### config.mk
export PLATFORM = sky130hd
export DESIGN_NAME = settle_timer
export DESIGN_NICKNAME = d
export VERILOG_FILES = /design/src/rtl/gate_tt_checker_pkg.sv /design/src/rtl/settle_timer.sv
export SDC_FILE = /design/constraint.sdc
export NUM_CORES = 1
export LEC_CHECK = 0
export CORE_AREA = 2 2 39 41
export CTS_CLUSTER_DIAMETER = 150
export DETAILED_ROUTE_END_ITERATION = 8
export DIE_AREA = 0 0 41 43
export GPL_TIMING_DRIVEN = 1
export SETUP_SLACK_MARGIN = 0.1
export SLEW_MARGIN = 15
export SYNTH_ARGS = -nofsm -noshare
export SYNTH_HDL_FRONTEND = slang
export SYNTH_SLANG_ARGS = --single-unit
### constraint.sdc
create_clock -name clk -period 1.4 [get_ports clk]
set_input_delay 0.35 -clock clk [delete_from_list [all_inputs] [get_ports clk]]
set_output_delay 0.35 -clock clk [all_outputs]
set_load 0.01 [all_outputs]
### src/rtl/gate_tt_checker_pkg.sv
// Shared types and truth-table constants for the 2-input gate truth-table checker.
package gate_pkg;

   typedef enum logic [1:0] {
      ST_IDLE   = 2'd0,
      ST_SETTLE = 2'd1,
      ST_SAMPLE = 2'd2,
      ST_DONE   = 2'd3
   } state_e;

   // Truth tables indexed by {A,B}
   localparam logic [3:0] NOR_TT  = 4'b0001;
   localparam logic [3:0] OR_TT   = 4'b1110;
   localparam logic [3:0] AND_TT  = 4'b1000;
   localparam logic [3:0] NAND_TT = 4'b0111;

   // Wide enough for SETTLE_CYCLES up to 15
   localparam int unsigned CNT_W = 4;

endpackage

### src/rtl/settle_timer.sv
// Settle counter: clear has priority over enable; tc_o flags the last settle cycle.
module settle_timer
   import gate_pkg::*;
#(
   parameter int unsigned SETTLE_CYCLES = 2
) (
   input  logic clk,
   input  logic rst_n,
   input  logic clr_i,
   input  logic en_i,
   output logic tc_o
);

   localparam logic [CNT_W-1:0] TC_VAL = CNT_W'(SETTLE_CYCLES - 1);

   logic [CNT_W-1:0] cnt_q, cnt_d;

   always_comb begin
      cnt_d = cnt_q;
      if (clr_i)     cnt_d = '0;
      else if (en_i) cnt_d = cnt_q + CNT_W'(1);
   end

   always_ff @(posedge clk or negedge rst_n) begin
      if (!rst_n) cnt_q <= '0;
      else        cnt_q <= cnt_d;
   end

   assign tc_o = (cnt_q == TC_VAL);

endmodule

; ---- Word-level counts from Yosys, hierarchy flattened
; Index checks and enable logic that the tools add are counted.
[word_totals]
inputBits = 4
word_cells = 6
register_bits = 4
out_inout_bits = 1
[op_classes]
eq_ne = 1
n_reduce_logical = 1
add_sub_neg = 1
mux = 2
[op_table]
columns = op, n
row1 = 2-to-1 mux 4 bit, 2
row2 = adder 4 x 1 -> 4 bit (second input constant), 1
row3 = equality test 4 x 1 -> 1 bit (second input constant), 1
row4 = nonzero test 2 bit, 1

; ---- Depth between registers and ports, before layout
; Gate-level depths: netlist of the first run.
[logic_depth]
depth_word = 3
mapped_depth = 4
ltp_nobuf = 4

; ---- Worst setup path after synthesis of the first run
; No wires, ideal clock.
[synth_timing]
path_kind = reg2out
from = reg cnt_q[1]
to = out tc_o
path_slack_ps = 180
n_path_buf = 0
path_stages_with_launch = 4
arrival_ps = 870
cell_sequence = dfrtp_1 inv_1 ha_1 nor3b_1
[synth_via]
elab_chain_cells = 1
[synth_rtl]
columns = element, line
row1 = start: declaration, settle_timer.sv:16  ; logic [CNT_W-1:0] cnt_q, cnt_d;
row2 = start signal: assignment, settle_timer.sv:26  ; else cnt_q <= cnt_d;
row3 = equality test 4 x 1 -> 1 bit, settle_timer.sv:29  ; assign tc_o = (cnt_q == TC_VAL);
row4 = end: declaration, settle_timer.sv:11  ; output logic tc_o
; Every way passes these cells.

; ---- Worst setup path after layout of the first run
; Same ends and word-level chain as after synthesis.

==> metrics, run 1 <==
hold crit path type=in -> async; Yosys Warn Count=0; row count=14; Setup Crit Path Kind=reg -> out; r2r startpoint=cnt_q[0]$_DFFE_PN0P_; fin nets=42; number of enable flip-flop cells after synthesis=0; critical path launch point=cnt_q[1]$_DFFE_PN0P_; core footprint=approximately 1400 µm²; VDD IR max=0.0004650 V; Seq cells post-synth=4; CP endpoint kind=output pin; post-synthesis cell count=20; total global routing track utilization=6.834%; net count after synthesis=26; clk sinks=4; FFs w/ async S/R, synth=100.0%; sw power=73.24 µW; pin count of the biggest net entering global routing=6; Final Hold Vio Count=0; Post-Synthesis Mean Instance Area=around 11 µm²; top-area cell type share of the netlist area=a little under half; clock buffer depth=2; Post-DRT Antenna Nets=0; RD Place Congestion=slightly above 0.7; Max Freq=approximately 680 MHz; CTS buffer count=3; # IOs=5; worst slew pin tran=a little under 0.2 ns; Clock Skew=about 0.0012 ns; LEAKAGE=~0.00017 µW; area leader, netlist=dfrtp_1; root buffer cell=clkbuf_4; Critical Path AT=1.12 ns; Skew-Pair Late Insertion Delay=0.23 ns; biggest regs=cnt_q x4; clk slew on worst S/H paths=0.04 ns; reg2reg path depth=5; violated checks=setup timing; Area Growth Syn to Fin=72.32%; Pre-Repair DR Iteration Count=2; H-tree depth=1; worst endpoint required time=~1.1 ns; final wirelength=roughly 470 µm; TritonCTS clock tree=built; synthesized area=221.5 µm²; top post-synthesis cells by count=4 x dfrtp_1, 2 x a21oi_1, 2 x ha_1, 2 x nor2_1; Die X=41 µm; combinational share of power=around 20%; critical path fanouts, max=2; share of cells above drive strength 1=50.00%; DR iter-0 viols=2; outcome=finished, violations left; Die Y=43 µm; # setup viols final=1; Avg Vias per Cell=3.800; initial antenna violation count=0; DRC=0; max-slew violations=0; top_reg_cell synth=dfrtp_1; Die Area=approximately 1800 µm²; sequential-to-total area share from yosys stat=around 45%; Power Dens Cells=between 800 and 900 nW/µm²; Largest Register=cnt_q; diodes inserted=0; count leader, synth=dfrtp_1; Min Hold Slack=0.3296 ns; top cells by area, synth=dfrtp_1 45%, ha_1 11%, mux2_4 6.8%, a21bo_2 4.5%, a21oi_1 4.5%; power share of the clock group=41.6%; vias in the first global route=roughly 180; Post-Place Setup Slack=-0.2512 ns; global-route wire length before repair=around 700 µm; max FFs per register=4; Yosys cell types=14; Max-slew headroom=86.76%; Final period util=104.9%; startpoint types=flop; switch share=22.11%; Max-Cap Viols=0; Wirelength per Cell=roughly 9.3 µm; minimum clock period=approximately 1.5 ns; Seq pwr share=37.9%; internal power=about 260 µW; IO Port Bufs=4; Initial Utilization=16.00%; RSZ-0062 raised after global routing=yes; via count=190; worst setup margin=-0.06808 ns; gr ovfl total=0
## cell usage in the layout, fill, tap and decap left out
cell / n
clkbuf_4: 3
nand3b_1: 1
or2b_1: 1
mux2_4: 1
a21bo_2: 1
xnor2_1: 1
a21oi_2: 1
ha_2: 1
ha_4: 1
nand2b_1: 1
nor3b_4: 1
buf_4: 7
clkdlybuf4s50_1: 3
buf_2: 1
nand4_1: 1
dfrtp_1: 4
nor2b_1: 1
inv_1: 1
a21oi_1: 1
nor2_1: 2
## final timing paths
check	endpoint	slack [ns]
setup reg to reg	cnt_q[2]$_DFFE_PN0P_	0.19
hold reg to reg	cnt_q[1]$_DFFE_PN0P_	0.69
min in group clk	cnt_q[1]$_DFFE_PN0P_	0.69
max in group asynchronous	cnt_q[1]$_DFFE_PN0P_	0.90
setup / recovery	tc_o	-0.07
hold / removal	cnt_q[2]$_DFFE_PN0P_	0.33
## critical path, cell delays in order (launching register included)
cell	delay, ns
dfrtp_1	0.37
inv_1	0.06
ha_2	0.16
nor3b_4	0.16
buf_2	0.15
## power groups by stage
stage / logic (µW) / registers (µW) / clock network [µW]
finish: 67.9 / 126 / 138
global route: 74.6 / 126 / 156
floorplan: 19.1 / 129 / 0
CTS: 62.3 / 125 / 144
global placement: 57.5 / 126 / 0
detailed placement: 60.0 / 127 / 0
## what timing repair did
item / CTS / global route
endpoints found under the setup margin: 1 / 2
buffers inserted: 1 / 1
resized for setup: 5 / 5
hold buffers: 0 / 0
pin swaps: 0 / 1
## final cells by class
type | instances | area, µm²
tap | 16 | 20.02
multi-input combinational | 15 | 147.6
timing repair buffer | 11 | 87.58
sequential | 4 | 100.1
inverter | 1 | 3.754
fill | 149 | 1002
clock buffer | 3 | 22.52
## layer usage
metal,part of all wire [%],GRT usage (%),up-vias,wire (µm)
met5,0,0,-,0
met4,0,4.000,0,0
met3,9.2,7.853,0,43
met2,45,7.813,7,208
met1,46,7.097,86,213
li1,-,-,97,-
## cell families after synthesis
family	share of synthesized area, %
AO/OA/AOI/OAI	9.040
XOR/XNOR	3.956
adder cells (fa/ha/maj)	11.30
buffers and inverters	1.693
flip-flops	45.20
multiplexers	6.778
AND/OR/NAND/NOR	22.04
## through the flow
step                      cell area [µm²]  util (%)  cells   TNS, ns  total power (µW)
after floorplan                     221.5         -     20         0             147.7
after global placement              326.6     23.60     46   -0.2164             183.7
after detailed placement            326.6     23.60     46   -0.2704             186.9
after CTS                           356.6     25.77     50  -0.04902             331.4
after global routing                381.6     27.58     50   -0.1150             356.6
final                               381.6     27.58     50  -0.06808             331.2
(Power assumes the default switching activity.)
==> run 2, diff against run 1 <==
- MAX_ROUTING_LAYER: not set -> met4
==> run 2 against run 1 <==
- the run still ends with setup timing left
- sequential cell count unchanged
- via count up 0.53%
- power about the same
- sequential share of layout area unchanged
- final cell count unchanged
- setup slack unchanged
- maximum frequency unchanged
- clock-buffer cell count unchanged
- first-iteration DRC count up 50%
- routed wire length down 0.43%
- critical path depth unchanged
- critical endpoint unchanged
==> metrics, run 2 (synthesis results as in run 1) <==
Final Hold Vio Count=0 (unchanged); worst setup margin=-0.06808 ns (unchanged); share of cells above drive strength 1=50.00% (unchanged); H-tree depth=1 (unchanged); # setup viols final=1 (unchanged); outcome=finished, violations left; Final period util=104.9% (unchanged); VDD IR max=0.0004649 V (about the same); Die Y=43 µm (unchanged); Min Hold Slack=0.3293 ns (-0.0002990 ns); Max-Cap Viols=0 (unchanged); IO Port Bufs=4 (unchanged); total global routing track utilization=7.003% (+0.17 points); initial antenna violation count=0 (unchanged); clock buffer depth=2 (unchanged); TritonCTS clock tree=built; violated checks=setup timing; vias in the first global route=182 (unchanged); root buffer cell=clkbuf_4; Post-DRT Antenna Nets=0 (unchanged); via count=191 (+0.53%); DRC=0 (unchanged); RSZ-0062 raised after global routing=yes; Pre-Repair DR Iteration Count=2 (unchanged); Wirelength per Cell=9.260 µm (-0.43%); worst slew pin tran=0.1973 ns (-0.0006572 ns); row count=14 (unchanged); CP endpoint kind=output pin; max FFs per register=4 (unchanged); startpoint types=flop; critical path fanouts, max=2 (unchanged); minimum clock period=1.468 ns (unchanged); worst endpoint required time=1.05 ns (about the same); Setup Crit Path Kind=reg -> out; Clock Skew=0.001223 ns (unchanged); gr ovfl total=0 (unchanged); commonest non-fill, non-tap cell in the layout=buf_4; CTS buffer count=3 (unchanged); Die X=41 µm (unchanged); Avg Vias per Cell=3.820 (+0.53%); # IOs=5 (unchanged); Die Area=1763 µm² (unchanged); Area Growth Syn to Fin=72.32% (unchanged); hold crit path type=in -> async; register area=100.1 µm² (unchanged); Initial Utilization=16.00% (unchanged); max-slew violations=0 (unchanged); clk slew on worst S/H paths=0.04 ns (about the same); LEAKAGE=0.0001703 µW (unchanged); multi-input logic area=147.6 µm² (unchanged); Max Freq=681.2 MHz (unchanged); Power Dens Cells=867.7 nW/µm² (about the same); final wirelength=463 µm (-0.43%); Critical Path AT=1.12 ns (about the same); DR iter-0 viols=3 (+1); Largest Register=cnt_q; Post-Place Setup Slack=-0.2512 ns (unchanged); diodes inserted=0 (unchanged); global-route wire length before repair=717 µm (unchanged); Skew-Pair Late Insertion Delay=0.23 ns (about the same); Fill cells=149 (unchanged); clk sinks=4 (unchanged); Max-slew headroom=86.80% (about the same); pin count of the biggest net entering global routing=6 (unchanged); utilization after layout=27.58% (unchanged); RD Place Congestion=0.7247 (+1.2%); setup TNS=-0.06808 ns (unchanged); core footprint=1384 µm² (unchanged); biggest regs=cnt_q x4; fin nets=42 (unchanged); commonest cells after routing, fill and taps aside=7 x buf_4, 4 x dfrtp_1, 3 x clkbuf_4, 3 x clkdlybuf4s50_1, 2 x nor2_1
[run 2: critical path, stage by stage (launching register included)]
cell and delay, ns:
dfrtp_1 0.37, inv_1 0.06, ha_2 0.16, nor3b_4 0.16, buf_2 0.15
[run 2: power breakdown]
part | internal [µW] | total [µW] | switching [µW]
Sequential | 122 | 126 | 3.61
Combinational | 40.4 | 67.8 | 27.4
Clock | 95.6 | 138 | 42.2
Total | 258 | 331 | 73.2
[run 2: path summary, 6_finish.rpt]
check / cells past startpoint / endpoint / slack (ns) / start
min in group clk: 3 / cnt_q[1]$_DFFE_PN0P_ / 0.69 / cnt_q[1]$_DFFE_PN0P_
setup / recovery: 4 / tc_o / -0.07 / cnt_q[1]$_DFFE_PN0P_
setup reg to reg: 5 / cnt_q[2]$_DFFE_PN0P_ / 0.19 / cnt_q[0]$_DFFE_PN0P_
hold reg to reg: 3 / cnt_q[1]$_DFFE_PN0P_ / 0.69 / cnt_q[1]$_DFFE_PN0P_
hold / removal: 1 / cnt_q[2]$_DFFE_PN0P_ / 0.33 / rst_n
max in group asynchronous: 1 / cnt_q[1]$_DFFE_PN0P_ / 0.90 / rst_n
[run 2: what timing repair did]
item	CTS	global route
endpoints found under the setup margin	1	2
setup buffers	1	1
resized for setup	5	5
pin swaps	0	1
hold buffers	0	0
hold endpoints to repair	0	0
[run 2: layout make-up]
class | count | area share [%]
tap | 16 | 5.246
sequential | 4 | 26.23
multi-input combinational | 15 | 38.69
clock buffer | 3 | 5.902
timing repair buffer | 11 | 22.95
inverter | 1 | 0.9836
[run 2: per-layer routing]
layer / GRT usage (%) / share of wire [%] / up-vias
met5: - / 0 / -
met4: 4.000 / 0 / 0
met3: 7.853 / 9.3 / 0
met2: 7.813 / 45 / 7
met1: 7.097 / 46 / 87
li1: - / - / 97
[run 2: through the flow]
step / instance area [µm²] / instances / total power (µW)
floorplan: 221.5 / 20 / 147.7
global placement: 326.6 / 46 / 183.7
detailed placement: 326.6 / 46 / 186.9
CTS: 356.6 / 50 / 331.4
global route: 381.6 / 50 / 356.4
finish: 381.6 / 50 / 331.1
